## src/rtl/modulo_unit.sv

```systemverilog
`default_nettype none
// ============================================================================
//  Module   : modulo_unit
//  Purpose  : Sequential unsigned modulo engine (restoring shift-subtract).
//             Responder side of the modulo_start/modulo_ready handshake used
//             by the GCD datapath; returns op_a mod op_b.
//  Ports    : clk            - system clock (rising edge)
//             rst_i          - synchronous reset, active-high
//             modulo_start_i - request strobe (sampled in IDLE or DONE)
//             op_a_i         - dividend, captured on acceptance
//             op_b_i         - divisor, captured on acceptance
//             res_o          - registered remainder, held until next completion
//             modulo_ready_o - one-cycle completion pulse
//             busy_o         - high while the shift-subtract loop runs
//             div_zero_o     - last request had a zero divisor (res_o = op_a)
//  Options  : MODULO_EARLY_EXIT_EN - when defined, requests with
//             op_a < op_b (nonzero op_b) complete without iterating.
//  Revision : 1.0 - initial release
// ============================================================================
module modulo_unit #(
  parameter int WIDTH = 16
) (
  input  logic             clk,
  input  logic             rst_i,
  input  logic             modulo_start_i,
  input  logic [WIDTH-1:0] op_a_i,
  input  logic [WIDTH-1:0] op_b_i,
  output logic [WIDTH-1:0] res_o,
  output logic             modulo_ready_o,
  output logic             busy_o,
  output logic             div_zero_o
);

  localparam int CNT_W = (WIDTH > 1) ? $clog2(WIDTH) : 1;

  localparam logic [1:0]       c_IDLE     = 2'd0;
  localparam logic [1:0]       c_CALC     = 2'd1;
  localparam logic [1:0]       c_DONE     = 2'd2;
  localparam logic [CNT_W-1:0] c_CNT_INIT = CNT_W'(WIDTH - 1);

  logic [1:0]       r_state;
  logic [1:0]       w_state_next;
  logic [WIDTH-1:0] r_rem;
  logic [WIDTH-1:0] r_dvd;
  logic [WIDTH-1:0] r_dvs;
  logic [CNT_W-1:0] r_cnt;
  logic [WIDTH-1:0] r_res;
  logic             r_dz;

  logic             w_accept;
  logic             w_bzero;
  logic             w_early;
  logic             w_short;
  logic [WIDTH:0]   w_rem_next;
  logic [WIDTH:0]   w_rem_sel;
  logic             w_unused;
  logic             w_ready;
  logic             w_busy;

  // Requests are only taken when no iteration is in flight.
  assign w_accept = modulo_start_i && ((r_state == c_IDLE) || (r_state == c_DONE));
  assign w_bzero  = (op_b_i == '0);

`ifdef MODULO_EARLY_EXIT_EN
  assign w_early = !w_bzero && (op_a_i < op_b_i);
`else
  assign w_early = 1'b0;
`endif

  // Requests whose answer is op_a itself skip the iteration loop.
  assign w_short = w_bzero || w_early;

  // Partial remainder is kept WIDTH+1 bits wide so the shifted-in bit is never
  // lost before the compare; after a conditional subtract it is always below
  // the divisor, so the top bit of the selected value is always zero.
  assign w_rem_next = {r_rem, r_dvd[WIDTH-1]};
  assign w_rem_sel  = (w_rem_next >= {1'b0, r_dvs}) ? (w_rem_next - {1'b0, r_dvs})
                                                    : w_rem_next;
  assign w_unused   = w_rem_sel[WIDTH];

  // State register
  always_ff @(posedge clk) begin
    if (rst_i) begin
      r_state <= c_IDLE;
    end else begin
      r_state <= w_state_next;
    end
  end

  // Next-state logic
  always_comb begin
    w_state_next = r_state;
    case (r_state)
      c_IDLE, c_DONE: begin
        if (w_accept) begin
          w_state_next = w_short ? c_DONE : c_CALC;
        end else begin
          w_state_next = c_IDLE;
        end
      end
      c_CALC: begin
        if (r_cnt == '0) begin
          w_state_next = c_DONE;
        end
      end
      default: w_state_next = c_IDLE;
    endcase
  end

  // Output decode
  always_comb begin
    w_ready = 1'b0;
    w_busy  = 1'b0;
    case (r_state)
      c_CALC:  w_busy  = 1'b1;
      c_DONE:  w_ready = 1'b1;
      default: ;
    endcase
  end

  // Datapath
  always_ff @(posedge clk) begin
    if (rst_i) begin
      r_rem <= '0;
      r_dvd <= '0;
      r_dvs <= '0;
      r_cnt <= '0;
      r_res <= '0;
      r_dz  <= 1'b0;
    end else if (w_accept) begin
      r_dvd <= op_a_i;
      r_dvs <= op_b_i;
      r_rem <= '0;
      r_cnt <= c_CNT_INIT;
      r_dz  <= w_bzero;
      if (w_short) begin
        r_res <= op_a_i;
      end
    end else if (r_state == c_CALC) begin
      r_rem <= w_rem_sel[WIDTH-1:0];
      r_dvd <= r_dvd << 1;
      r_cnt <= r_cnt - 1'b1;
      if (r_cnt == '0) begin
        r_res <= w_rem_sel[WIDTH-1:0];
      end
    end
  end

  assign res_o          = r_res;
  assign div_zero_o     = r_dz;
  assign modulo_ready_o = w_ready;
  assign busy_o         = w_busy;

endmodule
`default_nettype wire

```

## config.mk

```make
export PLATFORM = sky130hd
export DESIGN_NAME = modulo_unit
export DESIGN_NICKNAME = d
export VERILOG_FILES = /design/src/rtl/modulo_unit.sv
export SDC_FILE = /design/constraint.sdc
export NUM_CORES = 1
export LEC_CHECK = 0
export ABC_AREA = 0
export ABC_CLOCK_PERIOD_IN_PS = 6850
export BUFFER_PORTS_ARGS = -buffer_cell sky130_fd_sc_hd__buf_2
export CAP_MARGIN = 20
export CORE_ASPECT_RATIO = 0.5
export CORE_UTILIZATION = 55
export DETAILED_ROUTE_END_ITERATION = 8
export PLACE_DENSITY = 0.78
export SYNTH_ARGS = -nofsm -noshare
export SYNTH_HDL_FRONTEND = slang
export SYNTH_SLANG_ARGS = --single-unit
```

## constraint.sdc

```tcl
create_clock -name clk -period 6.85 [get_ports clk]
set_input_delay 1.37 -clock clk [delete_from_list [all_inputs] [get_ports clk]]
set_output_delay 1.37 -clock clk [all_outputs]
set_load 0.05 [all_outputs]
```

==> key figures <==
Floorplanning
  • Die W: 120.5 um
  • Ports: 54
  • Die area: 7382 sq um
  • Initial core utilization: 57.42%
  • FP Rows: 21
  • Core area: 6726 sq um
  • Die Y: 61.26 um

Power
  • Maximum vdd drop: 0.0001588 V
  • Power share of the sequential group: 33.7%
  • Power Internal: 896.1 uW
  • Pwr/cell area: 310.8 nW/um^2
  • Logic pwr share: 31.6%
  • Switching share of power: 35.18%
  • Pleak: 0.001821 uW
  • Psw: 486.4 uW
  • Clock power share: 34.7%

CTS
  • Worst-Skew Late Latency: 0.34 ns
  • Post-CTS sizing: 0
  • # clock sinks: 71
  • CTS tree: done
  • Post-CTS Hold Buffers: 0
  • Setup bufs post-CTS: 0
  • Clk slew on worst S/H paths: 0.06 ns
  • CTS Buf Count: 9
  • Root Buffer: clkbuf_16
  • CTS HTree Levels: 3
  • CTS Buffer Depth: 2

STA
  • Min Tclk post-route: 3.266 ns
  • Final setup TNS: 0 ns
  • Unrepaired setup endpoints after global routing: no
  • Max Slew Vio Count: 0
  • Worst Skew: 0.006321 ns
  • Final period utilization: 47.68%
  • Final hold viol count: 0
  • Slew Limit Headroom: 29.68%
  • Slew @ Worst Pin: 1.055 ns
  • Fmax: 0.3062 GHz
  • Final setup fails: 0

Logic synthesis
  • Number of enable flip-flop cells after synthesis: 0
  • Syn_area_per_cell: 7.997 sq um
  • Post-synth ARST share: 0%
  • Synth Net Count: 536
  • Synth unique cells: 57
  • Mapped Cells: 483
  • Register area share after synthesis: 36.80%
  • Ys flop type: dfxtp_1
  • Syn. warnings: 0
  • Yosys reg bits: 71
  • Synth Cell Area: 3862 sq um

GRT
  • GRT Residual Overflow: 0
  • First-pass GRT wire length: 15.85 mm
  • GRT Overall Usage: 28.70%
  • Largest net degree at the start of global routing: 59
  • Initial antenna violation count: 0
  • Vias in the first global route: 3131

Drt
  • Drt pass-1 iters: 4
  • Vias: 3659
  • DRC Markers: 0
  • Antenna Nets Post-Route: 0
  • WL final: 10.03 mm
  • Vias/cell: 5.930
  • Initial DRC Count: 299
  • WL/cell: 16.25 um

Hold path
  • Worst hold path class: reg -> reg

Run status
  • Status: finished, final reports clean

Placement
  • Final GP Congestion: 0.9328
  • Port Buf Inserts: 53
  • DP Wirelength: 6.947 mm
  • Placement-stage cell area: 4140 sq um

Run
  • Max-cap violation count: 0

Setup path
  • Nature of the critical path endpoint: register
  • Worst Path Max Fanout: 16
  • CP Class: in -> reg
  • Data arrival, critical path: 3.55 ns
  • Critical Path RT: 7.13 ns
  • Critical Path Start Type: primary input

Cells and area
  • Filler cells: 615
  • Share of cells above drive strength 1: 18.29%
  • N_diodes: 0
  • Layout area overhead: 15.16%
  • Commonest non-fill, non-tap cell in the layout: nand2_1
  • Final net count: 573
  • Commonest cells after routing, fill and taps aside: nand2_1 (77), dfxtp_1 (71), a21oi_1 (69)
  • Post-route cell area: 4448 sq um
kinds of logic (layout without fill, tap and decap cells):
kind of cell	after synthesis	count (layout)	share of synthesized area [%]
AO/OA/AOI/OAI	160	160	26.47
XOR/XNOR	15	15	3.401
adder cells (fa/ha/maj)	18	18	6.025
buffers and inverters	52	94	5.539
flip-flops	71	71	36.80
multiplexers	8	8	2.073
AND/OR/NAND/NOR	159	159	19.70
through the flow:
stage,total power (uW),util [%],hold slack (ns),setup WS (ns),instances
after floorplan,810.3,-,0.4363,3.841,483
after global placement,890.5,61.55,0.4420,3.317,601
after detailed placement,896.6,61.55,0.4470,3.285,601
after CTS,1378,66.13,0.4547,3.570,617
after global routing,1447,66.13,0.4708,3.344,617
final,1383,66.13,0.4523,3.584,617
sequential cells by signal, summed over array words and instances (netlist names):
| name | count |
|---|---|
| r_dvs | 16 |
| div_zero_o | 1 |
| r_rem | 16 |
| r_cnt | 4 |
| res_o | 16 |
| r_dvd | 16 |
| r_state | 2 |
worst paths after layout:
check,from,to,slack (ns),cells after the start
hold / removal,r_dvs[9]$_SDFFE_PP0P_,r_dvs[9]$_SDFFE_PP0P_,0.45,2
setup / recovery,op_b_i[7],res_o[2]$_SDFFE_PP0P_,3.58,8
setup reg to reg,r_dvs[10]$_SDFFE_PP0P_,r_rem[10]$_SDFFE_PP0P_,3.98,9
hold reg to reg,r_dvs[9]$_SDFFE_PP0P_,r_dvs[9]$_SDFFE_PP0P_,0.45,2
worst max-delay path: stages:
cell     delay [ns]
buf_2          0.11
nor4_1         0.31
nand4_1        0.29
nor2_1         0.85
nor3_1         0.12
nor2_1         0.23
nand4_1        0.13
nand3_1        0.13
final cells by class:
cell class,instances,area [sq um],area share [%]
Timing Repair Buffer,57,295.3,6.639
Sequential cell,71,1421,31.95
Tap cell,92,115.1,2.588
Clock buffer,10,239.0,5.373
Clock inverter,6,68.82,1.547
Multi-Input combinational cell,360,2230,50.13
Inverter,21,78.83,1.772
synthesized netlist by cell type (6+ instances only):
library cell | n | area, sq um
a211oi_1 | 7 | 52.55
a21oi_1 | 69 | 345.3
a22oi_1 | 18 | 135.1
a31o_2 | 7 | 61.31
clkbuf_1 | 25 | 93.84
dfxtp_1 | 71 | 1421
ha_1 | 17 | 212.7
inv_1 | 20 | 75.07
mux2i_1 | 8 | 80.08
nand2_1 | 77 | 289.0
nand3_1 | 13 | 65.06
nand4_1 | 11 | 68.82
nor2_1 | 20 | 75.07
nor4_1 | 6 | 37.54
o211ai_1 | 6 | 45.04
o21ai_0 | 26 | 130.1
or3_1 | 6 | 37.54
xnor2_1 | 12 | 105.1
power groups by stage:
stage	sequential, uW	combinational [uW]	clock [uW]
after floorplan	489	321	0
after global placement	473	418	0
after detailed placement	473	423	0
after CTS	465	429	484
after global routing	469	477	501
final	466	438	479
routing by layer:
metal	vias up	wire [um]	global-route usage (%)
li1	1811	-	-
met2	128	4083	41.63
met4	0	122	7.055
met1	1710	5115	41.97
met3	10	706	8.056
met5	-	0	0
Note: power is estimated with default switching activity, not from simulation.
